<file path="src/rtl/mem_defs.sv">
// mem_defs: shared definitions for the MEM-stage SRAM responder.
//   - mem_op_e     : 4-bit load/store operation encoding driven by the MEM stage
//   - state_e      : controller state encoding (IDLE, ACCESS, DONE)
//   - is_load / is_store / is_req : op classification helpers
//   - is_misaligned: alignment rule used when MEM_ALIGN_CHECK_EN is defined
package mem_defs;

    typedef enum logic [3:0] {
        MEM_NOP = 4'd0,
        MEM_LB  = 4'd1,
        MEM_LBU = 4'd2,
        MEM_LH  = 4'd3,
        MEM_LHU = 4'd4,
        MEM_LW  = 4'd5,
        MEM_SB  = 4'd6,
        MEM_SH  = 4'd7,
        MEM_SW  = 4'd8
    } mem_op_e;

    typedef enum logic [1:0] {
        IDLE   = 2'd0,
        ACCESS = 2'd1,
        DONE   = 2'd2
    } state_e;

    function automatic logic is_load(input logic [3:0] op);
        return (op == MEM_LB) || (op == MEM_LBU) || (op == MEM_LH) ||
               (op == MEM_LHU) || (op == MEM_LW);
    endfunction

    function automatic logic is_store(input logic [3:0] op);
        return (op == MEM_SB) || (op == MEM_SH) || (op == MEM_SW);
    endfunction

    // Undefined codes (9..15) classify as neither, so they behave like MEM_NOP.
    function automatic logic is_req(input logic [3:0] op);
        return is_load(op) || is_store(op);
    endfunction

    function automatic logic is_misaligned(input logic [3:0] op, input logic [1:0] addr_lo);
        return (((op == MEM_LW) || (op == MEM_SW)) && (addr_lo != 2'b00)) ||
               (((op == MEM_LH) || (op == MEM_LHU) || (op == MEM_SH)) && addr_lo[0]);
    endfunction

endpackage

</file>
<file path="src/rtl/mem_lane_align.sv">
// mem_lane_align: combinational lane steering for the SRAM responder.
//   op, addr_lo   : operation and byte offset within the 32-bit word
//   store_data    : right-aligned store data
//   rdata         : raw SRAM word
//   wdata         : store data replicated onto the byte lanes
//   be_n          : active-low byte enables (0000 for loads, 1111 for no op)
//   load_data     : sign/zero-extended load result (0 for stores and no op)
module mem_lane_align
    import mem_defs::*;
(
    input  logic [3:0]  op,
    input  logic [1:0]  addr_lo,
    input  logic [31:0] store_data,
    input  logic [31:0] rdata,
    output logic [31:0] wdata,
    output logic [3:0]  be_n,
    output logic [31:0] load_data
);

    logic [7:0]  rd_byte;
    logic [15:0] rd_half;

    always_comb begin
        case (addr_lo)
            2'd0:    rd_byte = rdata[7:0];
            2'd1:    rd_byte = rdata[15:8];
            2'd2:    rd_byte = rdata[23:16];
            default: rd_byte = rdata[31:24];
        endcase
        // addr_lo[0] is deliberately ignored for halfwords.
        rd_half = addr_lo[1] ? rdata[31:16] : rdata[15:0];
    end

    always_comb begin
        wdata     = '0;
        be_n      = 4'b1111;
        load_data = '0;
        case (op)
            MEM_LB:  begin be_n = 4'b0000; load_data = {{24{rd_byte[7]}}, rd_byte}; end
            MEM_LBU: begin be_n = 4'b0000; load_data = {24'd0, rd_byte}; end
            MEM_LH:  begin be_n = 4'b0000; load_data = {{16{rd_half[15]}}, rd_half}; end
            MEM_LHU: begin be_n = 4'b0000; load_data = {16'd0, rd_half}; end
            MEM_LW:  begin be_n = 4'b0000; load_data = rdata; end
            // Stores replicate the data so whichever lane is enabled sees it.
            MEM_SB:  begin wdata = {4{store_data[7:0]}};  be_n = ~(4'b0001 << addr_lo); end
            MEM_SH:  begin wdata = {2{store_data[15:0]}}; be_n = addr_lo[1] ? 4'b0011 : 4'b1100; end
            MEM_SW:  begin wdata = store_data;            be_n = 4'b0000; end
            default: ;
        endcase
    end

endmodule

</file>
<file path="src/rtl/mem_sram_ctrl.sv">
// mem_sram_ctrl: MEM-stage load/store responder driving an asynchronous
// 32-bit SRAM. A request is taken in IDLE, the strobes are held for
// WAIT_CYCLES cycles in ACCESS, and DONE gives a one-cycle success pulse.
// All outputs are registered.
//   clk, rst           : clock, synchronous active-high reset
//   ramOp_i/ramAddr_i/storeData_i : request from the MEM stage
//   success_o, loadData_o, misalign_o : completion pulse, extended load data,
//                        misalignment pulse
//   sram_*             : SRAM address, data, drive enable and active-low strobes
//   state_dbg          : current controller state (mem_defs::state_e)
// Optional build macro: MEM_ALIGN_CHECK_EN -- misaligned word/halfword requests
// skip the SRAM and complete after one cycle with misalign_o set.
module mem_sram_ctrl
    import mem_defs::*;
#(
    parameter int WAIT_CYCLES = 2,
    parameter int ADDR_W      = 20
) (
    input  logic              clk,
    input  logic              rst,
    input  logic [3:0]        ramOp_i,
    input  logic [31:0]       ramAddr_i,
    input  logic [31:0]       storeData_i,
    output logic              success_o,
    output logic [31:0]       loadData_o,
    output logic              misalign_o,
    output logic [ADDR_W-1:0] sram_addr_o,
    input  logic [31:0]       sram_dq_i,
    output logic [31:0]       sram_dq_o,
    output logic              sram_dq_oe,
    output logic              sram_ce_n,
    output logic              sram_oe_n,
    output logic              sram_we_n,
    output logic [3:0]        sram_be_n,
    output logic [1:0]        state_dbg
);

    localparam int CW = (WAIT_CYCLES > 1) ? $clog2(WAIT_CYCLES) : 1;

    state_e            state, state_n;
    logic [CW-1:0]     wait_cnt, wait_cnt_n;
    logic [3:0]        op_q, op_n;
    logic [1:0]        addr_lo_q, addr_lo_n;
    logic [ADDR_W-1:0] addr_n;
    logic              mis_q, mis_n, mis_req;
    logic              accept, capture, in_access, active;
    logic [31:0]       lane_wdata, lane_load;
    logic [3:0]        lane_be_n;

    // Byte-address bits above the SRAM word address are not used.
    logic unused_addr_hi;
    assign unused_addr_hi = &{1'b0, ramAddr_i[31:ADDR_W+2]};

`ifdef MEM_ALIGN_CHECK_EN
    assign mis_req = is_misaligned(ramOp_i, ramAddr_i[1:0]);
`else
    assign mis_req = 1'b0;
`endif

    assign accept  = (state == IDLE) && is_req(ramOp_i);
    assign capture = (state == ACCESS) && (wait_cnt == '0);

    // Steering works on the op/offset that will be current next cycle, so the
    // registered be_n/dq outputs line up with the first ACCESS cycle.
    mem_lane_align u_lane_align (
        .op         (op_n),
        .addr_lo    (addr_lo_n),
        .store_data (storeData_i),
        .rdata      (sram_dq_i),
        .wdata      (lane_wdata),
        .be_n       (lane_be_n),
        .load_data  (lane_load)
    );

    always_comb begin
        state_n    = state;
        wait_cnt_n = wait_cnt;
        op_n       = op_q;
        addr_lo_n  = addr_lo_q;
        addr_n     = sram_addr_o;
        mis_n      = mis_q;
        case (state)
            IDLE: begin
                if (accept) begin
                    op_n       = ramOp_i;
                    addr_lo_n  = ramAddr_i[1:0];
                    addr_n     = ramAddr_i[ADDR_W+1:2];
                    mis_n      = mis_req;
                    wait_cnt_n = CW'(WAIT_CYCLES - 1);
                    state_n    = mis_req ? DONE : ACCESS;
                end
            end
            ACCESS: begin
                if (wait_cnt == '0) state_n = DONE;
                else                wait_cnt_n = wait_cnt - 1'b1;
            end
            DONE:    state_n = IDLE;
            default: state_n = IDLE;
        endcase
        in_access = (state_n == ACCESS);
        // Address, byte enables and store drive stay up through DONE for hold.
        active    = ((state_n == ACCESS) || (state_n == DONE)) && !mis_n;
    end

    always_ff @(posedge clk) begin
        if (rst) begin
            state       <= IDLE;
            wait_cnt    <= '0;
            op_q        <= MEM_NOP;
            addr_lo_q   <= 2'b00;
            mis_q       <= 1'b0;
            success_o   <= 1'b0;
            misalign_o  <= 1'b0;
            loadData_o  <= '0;
            sram_addr_o <= '0;
            sram_dq_o   <= '0;
            sram_dq_oe  <= 1'b0;
            sram_ce_n   <= 1'b1;
            sram_oe_n   <= 1'b1;
            sram_we_n   <= 1'b1;
            sram_be_n   <= 4'b1111;
        end else begin
            state       <= state_n;
            wait_cnt    <= wait_cnt_n;
            op_q        <= op_n;
            addr_lo_q   <= addr_lo_n;
            mis_q       <= mis_n;
            sram_addr_o <= addr_n;
            if (accept) sram_dq_o <= lane_wdata;
            sram_ce_n   <= !in_access;
            sram_oe_n   <= !(in_access && is_load(op_n));
            sram_we_n   <= !(in_access && is_store(op_n));
            sram_dq_oe  <= active && is_store(op_n);
            sram_be_n   <= active ? lane_be_n : 4'b1111;
            success_o   <= (state_n == DONE);
            misalign_o  <= (state_n == DONE) && mis_n;
            // Last ACCESS cycle: sram_dq_i is valid under oe_n; stores give 0.
            if (capture)                loadData_o <= lane_load;
            else if (accept && mis_req) loadData_o <= '0;
        end
    end

    assign state_dbg = state;

endmodule
</file>
<file path="config.mk">
export PLATFORM = sky130hd
export DESIGN_NAME = mem_sram_ctrl
export DESIGN_NICKNAME = d
export VERILOG_FILES = /design/src/rtl/mem_defs.sv /design/src/rtl/mem_lane_align.sv /design/src/rtl/mem_sram_ctrl.sv
export SDC_FILE = /design/constraint.sdc
export NUM_CORES = 1
export LEC_CHECK = 0
export ABC_AREA = 1
export BUFFER_PORTS_ARGS = -buffer_cell sky130_fd_sc_hd__buf_2
export CAP_MARGIN = 20
export CORE_MARGIN = 2
export CORE_UTILIZATION = 53
export CTS_CLUSTER_SIZE = 30
export DETAILED_ROUTE_END_ITERATION = 8
export GPL_ROUTABILITY_DRIVEN = 0
export PLACE_DENSITY_LB_ADDON = 0.3
export SYNTH_ARGS = -nofsm -noshare
export SYNTH_HDL_FRONTEND = slang
export SYNTH_SLANG_ARGS = --single-unit
</file>
<file path="constraint.sdc">
create_clock -name clk -period 4.7 [get_ports clk]
set_input_delay 0.47 -clock clk [delete_from_list [all_inputs] [get_ports clk]]
set_output_delay 0.47 -clock clk [all_outputs]
set_load 0.01 [all_outputs]
</file>
==> flow_summary.json, run 1 <==
{
  "timing.fmax_mhz": 315,
  "crit_arrival_ns": 3.46,
  "p_clk_frac": 0.278,
  "grt_pass1_wl_microns": 22100,
  "firstDrtPassIters": 5,
  "cts_setup_buffers": 0,
  "ff2ff_path_depth": 11,
  "vias": 5375,
  "drive_above_1_share": 0.255,
  "power_leakage_nw": 3.08,
  "critPathKind": "reg -> reg",
  "fin_crit_ns": 3.18,
  "fp-row-count": 35,
  "cp_max_fo": 37,
  "yosysWarnings": 0,
  "grt_overflow_total": 0,
  "cts-buffers-inserted": 9,
  "use_met2": 0.454,
  "via_per_inst": 5.18,
  "relSlewSlack": 0.405,
  "core_area_sq_um": 9150,
  "hold_class": "in -> reg",
  "post_cts_resized": 0,
  "tritoncts": "built",
  "r2r-start": "state_dbg[0]",
  "path_delay_family": "simple AND/OR/NAND/NOR gates",
  "syn_avg_cell_area_sq_um": 6.53,
  "status": "finished clean",
  "dp_hpwl_microns": 9840,
  "p_switching_mw": 0.705,
  "reg2reg_to": "loadData_o[9]",
  "switching_share": 0.341,
  "antenna_found_initial": 0,
  "clock_sinks": 104,
  "grt_use_total": 0.268,
  "syn_inst": 762,
  "crit_buf_inv": 1,
  "insertedDiodeCount": 0,
  "clock-root-buffer": "clkbuf_8",
  "drv_cap": 0,
  "synth_nets": 866,
  "hold_depth": 3,
  "layout.nets": 1025,
  "timing.hold.ws_ns": 0.339,
  "syn_area_sq_um": 4970,
  "cp_slowest_cell": "nand3_1",
  "synth_seq_area_share": 0.419,
  "final_antenna_net_count": 0,
  "holdBufCountCts": 0,
  "skew_ns": 0.0125,
  "io_buffers": 187,
  "start_util": 0.544,
  "cpMostUsedCell": "nand2_1",
  "avgRoutedWirePerCell_microns": 13.3,
  "seq_area_sq_um": 2080,
  "die_h_microns": 101,
  "hold_violations": 0,
  "grt_start_max_net_pins": 68,
  "p_int_mw": 1.36,
  "die-area_sq_um": 10200,
  "finalCritPeriodShare": 0.676,
  "cp_data_required_time_ns": 4.98,
  "setup_tns_ns": 0,
  "ios": 198,
  "rsz0062_at_grt": "false",
  "ys_ff_latch": 104,
  "drt-initial-drc-count": 282,
  "clock_path_buffers": 2,
  "drv_slew": 0,
  "die_w_microns": 101,
  "p_comb_frac": 0.257,
  "use_met3": 0.0485,
  "yosys-top-cells-area": "dfxtp_1, nand2_1, a21oi_1",
  "power_frac_seq": 0.466,
  "use_met1": 0.342,
  "ir_drop_v": 0.000182,
  "crit_cells": 11,
  "globalRoute.busiestLayer": "met2",
  "r2r_slack_ns": 1.52,
  "syn2layout_area_growth_pct": 22.3,
  "grt_pass1_vias": 4746,
  "start_kind": "flip-flop",
  "clock_latency_ns": 0.36,
  "finalSetupViolCount": 0,
  "ys_types": 28,
  "synth_largest_area_cell": "dfxtp_1",
  "yosysTopAreaCellShare": 0.419,
  "power_per_cell_area_nw_per_um2": 340,
  "drc": 0,
  "fill_cells": 872,
  "worst_hold_path.endpoint": "sram_addr_o[15]",
  "wl_microns": 13800,
  "clk_pin_slew_ns": 0.11,
  "worstMarginPinSlew_ns": 0.890,
  "slowest_delay_ns": 0.63,
  "cp-end-kind": "flip-flop",
  "multi_input_area_sq_um": 2490,
  "min-delay-start": "ramAddr_i[17]",
  "crit_chain": "nor2_2, nand3_4, nand2_1, nand2_2, inv_1, nand3_1, nand2_1, nand3_1, nand2_1, nand2_1, a21oi_1",
  "htree_num_levels": 3
}
-- sequential cells by signal, summed over array words and instances (netlist names) --
signal	cells
sram_be_n	4
sram_addr_o	20
sram_oe_n	1
success_o	1
loadData_o	32
sram_we_n	1
wait_cnt	1
sram_dq_o	32
misalign_o	1
op_q	4
state_dbg	2
sram_dq_oe	1
addr_lo_q	2
sram_ce_n	1
mis_q	1
-- synthesized netlist by cell type --
| cell type | instances |
|---|---|
| nand2_1 | 309 |
| dfxtp_1 | 104 |
| a21oi_1 | 94 |
| inv_1 | 49 |
| nor2_1 | 42 |
| nand3_1 | 38 |
| o21ai_0 | 35 |
| clkbuf_1 | 28 |
| nand4_1 | 13 |
| nand2_2 | 10 |
| buf_2 | 5 |
| inv_2 | 5 |
| buf_1 | 4 |
| buf_4 | 4 |
| nor2_4 | 3 |
| buf_6 | 2 |
| ha_1 | 2 |
| nand2_4 | 2 |
| nand3_2 | 2 |
| nor2_2 | 2 |
| nor3_1 | 2 |
| a31oi_1 | 1 |
| clkinv_1 | 1 |
| nand3_4 | 1 |
| nor3_2 | 1 |
| nor3_4 | 1 |
| o21bai_2 | 1 |
| or2_1 | 1 |
-- cell usage in the layout, fill, tap and decap left out, types with 2 or more instances in the layout --
| cell | count |
|---|---|
| inv_1 | 49 |
| a21oi_1 | 94 |
| nand2_2 | 10 |
| inv_2 | 5 |
| dfxtp_1 | 104 |
| nor2_1 | 41 |
| nand4_1 | 13 |
| nand3_1 | 38 |
| clkbuf_8 | 9 |
| nand2_1 | 309 |
| ha_1 | 2 |
| nor3_1 | 2 |
| buf_2 | 187 |
| clkinvlp_4 | 3 |
| o21ai_0 | 35 |
| nor2_2 | 3 |
| nor2_4 | 3 |
| buf_4 | 4 |
| nand3_2 | 2 |
| nand2_4 | 2 |
-- layout make-up --
| class | count | area share |
|---|---|---|
| multi-input combinational | 560 | 0.409 |
| sequential | 104 | 0.342 |
| timing repair buffer | 191 | 0.159 |
| inverter | 55 | 0.0339 |
| tap | 111 | 0.0228 |
| clock buffer | 9 | 0.0204 |
| clock inverter | 7 | 0.0127 |
-- power groups by stage --
stage / Sequential [mW] / Combinational, mW / Clock, mW
floorplan: 1.01 / 0.337 / 0
global route: 0.971 / 0.599 / 0.614
finish: 0.964 / 0.531 / 0.575
detailed placement: 0.984 / 0.526 / 0
global placement: 0.982 / 0.521 / 0
CTS: 0.964 / 0.528 / 0.582
-- routing by layer --
layer  vias to the layer above  share of wire
met2                       210           0.48
li1                       2726              -
met3                        22          0.078
met1                      2417           0.42
met5                         -              0
met4                         0          0.018
-- worst max path at each step --
| stage | endpoint | slack, ns | startpoint |
|---|---|---|---|
| after floorplan | sram_be_n[0] | 2.65 | ramOp_i[2] |
| after global placement | loadData_o[24] | 1.31 | ramOp_i[1] |
| after detailed placement | loadData_o[24] | 1.32 | ramOp_i[1] |
| after CTS | loadData_o[24] | 1.58 | state_dbg[0] |
| after global routing | loadData_o[24] | 1.16 | state_dbg[0] |
| final | loadData_o[9] | 1.52 | state_dbg[0] |
-- logic make-up after synthesis --
family / count (synthesis) / share of synthesized area
AO/OA/AOI/OAI: 131 / 0.133
adder cells (fa/ha/maj): 2 / 0.00503
buffers and inverters: 98 / 0.0812
flip-flops: 104 / 0.419
AND/OR/NAND/NOR: 427 / 0.362
-- worst register-to-register path, stage by stage (launching register included) --
cell and delay [ns]:
dfxtp_1 0.34, nor2_2 0.31, nand3_4 0.32, nand2_1 0.16
nand2_2 0.34, inv_1 0.31, nand3_1 0.10, nand2_1 0.10
nand3_1 0.63, nand2_1 0.29, nand2_1 0.07, a21oi_1 0.13
-- per-stage QoR --
step	total power [mW]	setup WS [ns]	cell area, sq um	utilization	cells
floorplan	1.35	2.65	4970	-	762
global placement	1.50	1.31	5880	0.643	1021
detailed placement	1.51	1.32	5880	0.643	1021
CTS	2.07	1.58	6090	0.665	1037
global route	2.18	1.16	6090	0.665	1037
finish	2.07	1.52	6090	0.665	1037
(Power assumes the default switching activity.)
==> run 2, diff against run 1 <==
--- a/config.mk
+++ b/config.mk
@@ -9,7 +9,7 @@
 export BUFFER_PORTS_ARGS = -buffer_cell sky130_fd_sc_hd__buf_2
 export CAP_MARGIN = 20
 export CORE_MARGIN = 2
-export CORE_UTILIZATION = 53
+export CORE_UTILIZATION = 49
 export CTS_CLUSTER_SIZE = 30
 export DETAILED_ROUTE_END_ITERATION = 8
 export GPL_ROUTABILITY_DRIVEN = 0
==> constraint.sdc (replaced) <==
create_clock -name clk -period 2.93 [get_ports clk]
set_input_delay 0.293 -clock clk [delete_from_list [all_inputs] [get_ports clk]]
set_output_delay 0.293 -clock clk [all_outputs]
set_load 0.01 [all_outputs]
==> run 2 against run 1 <==
  * First-iteration DRC count grew 13%
  * Clock skew shrank 0.0010 ns
  * Register-to-register slack lost 1.1 ns
  * Sequential share of layout area shrank 0.43 points
  * Total power grew 60%
  * Final cell count grew 2.7%
  * Wire length grew 0.44%
  * Critical path type unchanged
  * Largest cell class unchanged
  * Largest power group unchanged
==> flow_summary.json, run 2 (synthesis results as in run 1) <==
{
  "status": "finished clean",
  "hold_depth": 3,
  "timing.fmax_mhz": 393,
  "holdBufCountCts": 0,
  "grt_pass1_vias": 4841,
  "use_met1": 0.337,
  "fp-row-count": 36,
  "tritoncts": "built",
  "final_antenna_net_count": 0,
  "clock-root-buffer": "clkbuf_8",
  "p_comb_frac": 0.258,
  "io_buffers": 187,
  "crit_arrival_ns": 2.85,
  "finalCritPeriodShare": 0.869,
  "drv_cap": 0,
  "worstMarginPinSlew_ns": 0.537,
  "post_cts_resized": 0,
  "start_kind": "flip-flop",
  "start_util": 0.507,
  "power_leakage_nw": 3.12,
  "p_switching_mw": 1.18,
  "r2r_slack_ns": 0.38,
  "use_met3": 0.0399,
  "critPathKind": "reg -> reg",
  "globalRoute.busiestLayer": "met2",
  "power_frac_seq": 0.467,
  "insertedDiodeCount": 0,
  "clock_latency_ns": 0.37,
  "firstDrtPassIters": 5,
  "relSlewSlack": 0.642,
  "rsz0062_at_grt": "false",
  "grt_overflow_total": 0,
  "setup_tns_ns": 0,
  "p_int_mw": 2.14,
  "via_per_inst": 5.04,
  "r2r-start": "state_dbg[0]",
  "use_met2": 0.416,
  "hold_violations": 0,
  "layout.nets": 1031,
  "most-common-layout-cells": "nand2_1, buf_2, dfxtp_1",
  "core_area_sq_um": 9820,
  "wl_microns": 13900,
  "ios": 198,
  "ir_drop_v": 0.000269,
  "grt_start_max_net_pins": 54,
  "drt-initial-drc-count": 319,
  "avgRoutedWirePerCell_microns": 13.0,
  "hold_class": "in -> reg",
  "clock_sinks": 104,
  "critPathLaunch": "state_dbg[0]",
  "final_common_cell": "nand2_1",
  "htree_num_levels": 3,
  "power_per_cell_area_nw_per_um2": 538,
  "die_w_microns": 105,
  "grt_pass1_wl_microns": 22900,
  "ff2ff_path_depth": 13,
  "drv_slew": 0,
  "cts_setup_buffers": 0,
  "reg2reg_to": "loadData_o[22]",
  "syn2layout_area_growth_pct": 23.9,
  "finalSetupViolCount": 0,
  "p_clk_frac": 0.275,
  "clk_pin_slew_ns": 0.12,
  "top_regs": "loadData_o x32, sram_dq_o x32, sram_addr_o x20",
  "grt_use_total": 0.253,
  "dp_hpwl_microns": 10200,
  "final_core_util": 0.628,
  "crit_end": "loadData_o[22]",
  "switching_share": 0.355,
  "fill_cells": 988,
  "drc": 0,
  "antenna_found_initial": 0,
  "vias": 5371,
  "cp_data_required_time_ns": 3.24,
  "skew_ns": 0.0115,
  "clock_path_buffers": 2,
  "cp-end-kind": "flip-flop",
  "die_h_microns": 105,
  "die-area_sq_um": 11000,
  "cts-buffers-inserted": 9,
  "fin_crit_ns": 2.55,
  "drive_above_1_share": 0.260,
  "cp_max_fo": 18
}
==> run 2: cell count changes in the layout (fill, tap and decap cells not counted), sizes merged <==
cell      previous run  this run
clkinvlp             3         1
clkinv               2         3
buf                191       197
inv                 56        58
bufinv               1         0
==> run 2: worst min path at each step <==
stage                   startpoint               to
finish                ramAddr_i[3]   sram_addr_o[1]
CTS                  ramAddr_i[20]  sram_addr_o[18]
global route          ramAddr_i[4]   sram_addr_o[2]
global placement    sram_addr_o[3]   sram_addr_o[3]
floorplan             ramAddr_i[2]   sram_addr_o[0]
detailed placement   sram_dq_o[14]    sram_dq_o[14]
==> run 2: metal layers <==
metal | routed length [microns] | share of wire
met1 | 6080 | 0.44
met2 | 6510 | 0.47
met3 | 984 | 0.071
met4 | 305 | 0.022
met5 | 0 | 0
==> run 2: cell type report <==
class | instances | area (sq um) | share of cell area
clock buffer | 9 | 124 | 0.0201
sequential | 104 | 2080 | 0.338
tap | 133 | 166 | 0.0270
clock inverter | 7 | 82.6 | 0.0134
multi-input combinational | 560 | 2490 | 0.404
timing repair buffer | 197 | 1010 | 0.164
inverter | 55 | 206 | 0.0335
==> run 2: worst max-delay path, stage by stage, from the launching register on <==
cell     delay, ns
dfxtp_1       0.34
nor2_2        0.31
nand3_4       0.23
nand2_1       0.14
nand2_2       0.09
nor2_4        0.29
nand2_2       0.30
inv_2         0.31
nand2_1       0.10
nand2_1       0.07
inv_1         0.05
nand2_1       0.06
nand2_1       0.05
a21oi_1       0.14
==> run 2: power by group through the flow <==
stage / Clock (mW) / Sequential [mW] / Combinational [mW]
after floorplan: 0 / 1.62 / 0.540
after global placement: 0 / 1.58 / 0.847
after CTS: 0.928 / 1.55 / 0.857
after detailed placement: 0 / 1.58 / 0.853
after global routing: 0.994 / 1.56 / 0.965
final: 0.911 / 1.55 / 0.857
==> run 2: metrics by stage <==
stage | instances | hold slack [ns] | total power, mW | setup WS (ns) | cell area [sq um]
after global placement | 1049 | 0.449 | 2.43 | 0.368 | 5960
after CTS | 1065 | 0.132 | 3.33 | 0.430 | 6160
final | 1065 | 0.146 | 3.32 | 0.384 | 6160
after global routing | 1065 | 0.134 | 3.52 | 0.130 | 6160
after detailed placement | 1049 | 0.453 | 2.43 | 0.339 | 5960
after floorplan | 762 | 0.438 | 2.16 | 0.885 | 4970
==> run 3, diff against run 2 <==
--- a/config.mk
+++ b/config.mk
@@ -6,12 +6,12 @@
 export NUM_CORES = 1
 export LEC_CHECK = 0
 export ABC_AREA = 1
-export BUFFER_PORTS_ARGS = -buffer_cell sky130_fd_sc_hd__buf_2
 export CAP_MARGIN = 20
 export CORE_MARGIN = 2
-export CORE_UTILIZATION = 49
+export CORE_UTILIZATION = 25
 export CTS_CLUSTER_SIZE = 30
 export DETAILED_ROUTE_END_ITERATION = 8
+export DONT_BUFFER_PORTS = 1
 export GPL_ROUTABILITY_DRIVEN = 0
 export PLACE_DENSITY_LB_ADDON = 0.3
 export SYNTH_ARGS = -nofsm -noshare
==> run 3 against run 2 <==
  * Clock skew is 0.00066 ns higher
  * First-iteration DRC count is 34% lower
  * Final cell count is 4.6% lower
  * Core utilization is 34 points lower
==> flow_summary.json, run 3 (synthesis results as in run 1) <==
{
  "grt_overflow_total": 0,
  "clock_path_buffers": 2,
  "most-common-layout-cells": "nand2_1, dfxtp_1, a21oi_1",
  "finalCritPeriodShare": 0.875,
  "clock_latency_ns": 0.35,
  "timing.fmax_mhz": 390,
  "io_buffers": 0,
  "r2r_slack_ns": 0.37,
  "cts_setup_buffers": 0,
  "setup_tns_ns": 0,
  "critPathKind": "reg -> reg",
  "die_w_microns": 145,
  "start_kind": "flip-flop",
  "worstMarginPinSlew_ns": 0.629,
  "globalRoute.busiestLayer": "met2",
  "final_common_cell": "nand2_1",
  "rsz0062_at_grt": "false",
  "grt_pass1_wl_microns": 25600,
  "relSlewSlack": 0.579,
  "hold_depth": 1,
  "layout.nets": 850,
  "htree_num_levels": 3,
  "grt_start_max_net_pins": 56,
  "start_util": 0.255,
  "top_regs": "loadData_o x32, sram_dq_o x32, sram_addr_o x20",
  "insertedDiodeCount": 0,
  "firstDrtPassIters": 6,
  "ff2ff_path_depth": 13,
  "clock_sinks": 104,
  "finalSetupViolCount": 0,
  "cp_data_required_time_ns": 3.21,
  "drt-initial-drc-count": 210,
  "cp-end-kind": "flip-flop",
  "drc": 0,
  "ios": 198,
  "drv_cap": 0,
  "via_per_inst": 4.64,
  "fp-row-count": 51,
  "dp_hpwl_microns": 11400,
  "die-area_sq_um": 21000,
  "hold_class": "in -> reg",
  "grt_pass1_vias": 4512,
  "use_met2": 0.255,
  "final_core_util": 0.283,
  "final_antenna_net_count": 0,
  "die_h_microns": 145,
  "power_per_cell_area_nw_per_um2": 620,
  "p_total_mw": 3.42,
  "cp_max_fo": 18,
  "use_met1": 0.185,
  "power_leakage_nw": 2.31,
  "status": "finished clean",
  "skew_ns": 0.0122,
  "drv_slew": 0,
  "tritoncts": "built",
  "vias": 4718,
  "avgRoutedWirePerCell_microns": 16.3,
  "drive_above_1_share": 0.0679,
  "antenna_found_initial": 0,
  "cts-buffers-inserted": 9,
  "ir_drop_v": 0.000215,
  "use_met3": 0.0723,
  "clk_pin_slew_ns": 0.07,
  "crit_arrival_ns": 2.84,
  "grt_use_total": 0.155,
  "clock-root-buffer": "clkbuf_16",
  "wl_microns": 16600,
  "core_area_sq_um": 19500,
  "syn2layout_area_growth_pct": 11.0,
  "hold_violations": 0,
  "fin_crit_ns": 2.56
}
==> run 3: cell count changes in the layout (fill, tap and decap cells not counted), moves of 3 or more <==
cell	before	now
inv_8	3	0
dlygate4sd3_1	0	7
clkbuf_8	9	1
buf_2	187	0
clkbuf_16	0	9
clkbuf_1	0	4
==> run 3: cell type report <==
class | count | area [sq um]
clock buffer | 14 | 254
clock inverter | 2 | 15.0
timing repair buffer | 16 | 138
sequential | 104 | 2080
fill | 2245 | 14000
inverter | 55 | 206
multi-input combinational | 560 | 2490
tap | 265 | 332
==> run 3: final timing paths <==
kind,to,start
worst max-delay path,loadData_o[30],state_dbg[1]
worst min-delay path,loadData_o[28],rst
worst max register to register,loadData_o[30],state_dbg[1]
worst min register to register,mis_q,mis_q
==> run 3: report_power, final <==
| part | total [mW] | internal [mW] | switching, mW | leakage (nW) |
|---|---|---|---|---|
| clock | 1.14 | 0.603 | 0.535 | 0.123 |
| combinational | 0.670 | 0.197 | 0.473 | 1.34 |
| sequential | 1.62 | 1.51 | 0.109 | 0.847 |
==> run 3: critical path: stages (launching register included) <==
cell and delay (ns):
dfxtp_1 0.38, nor2_2 0.32, nand3_4 0.21, nand2_1 0.12, nand2_2 0.07, nor2_4 0.31, nand2_2 0.30, inv_2 0.33
nand2_1 0.08, nand2_1 0.07, inv_1 0.04, nand2_1 0.06, nand2_1 0.05, a21oi_1 0.12
==> run 3: what timing repair did <==
item / 4_1_cts / 5_1_grt
hold buffers: 7 / 0
setup endpoints to repair: 0 / 1
gates resized for setup: 0 / 1
endpoints found under the hold margin: 12 / 0
==> run 3: per-stage QoR <==
stage          hold WS [ns]  area, sq um  setup slack (ns)  cells
2_1_floorplan         0.438         4970             0.885    762
6_report             0.0245         5520             0.367   1016
3_3_place_gp          0.369         5180             0.370    993
3_5_place_dp          0.371         5180             0.345    993
5_1_grt             0.00186         5520            0.0478   1016
4_1_cts             0.00179         5520             0.322   1016
==> run 3: metal layers <==
metal	part of all wire	wire (microns)
met1	0.41	6850
met5	0	0
met2	0.47	7780
met4	0.0099	165
met3	0.11	1800
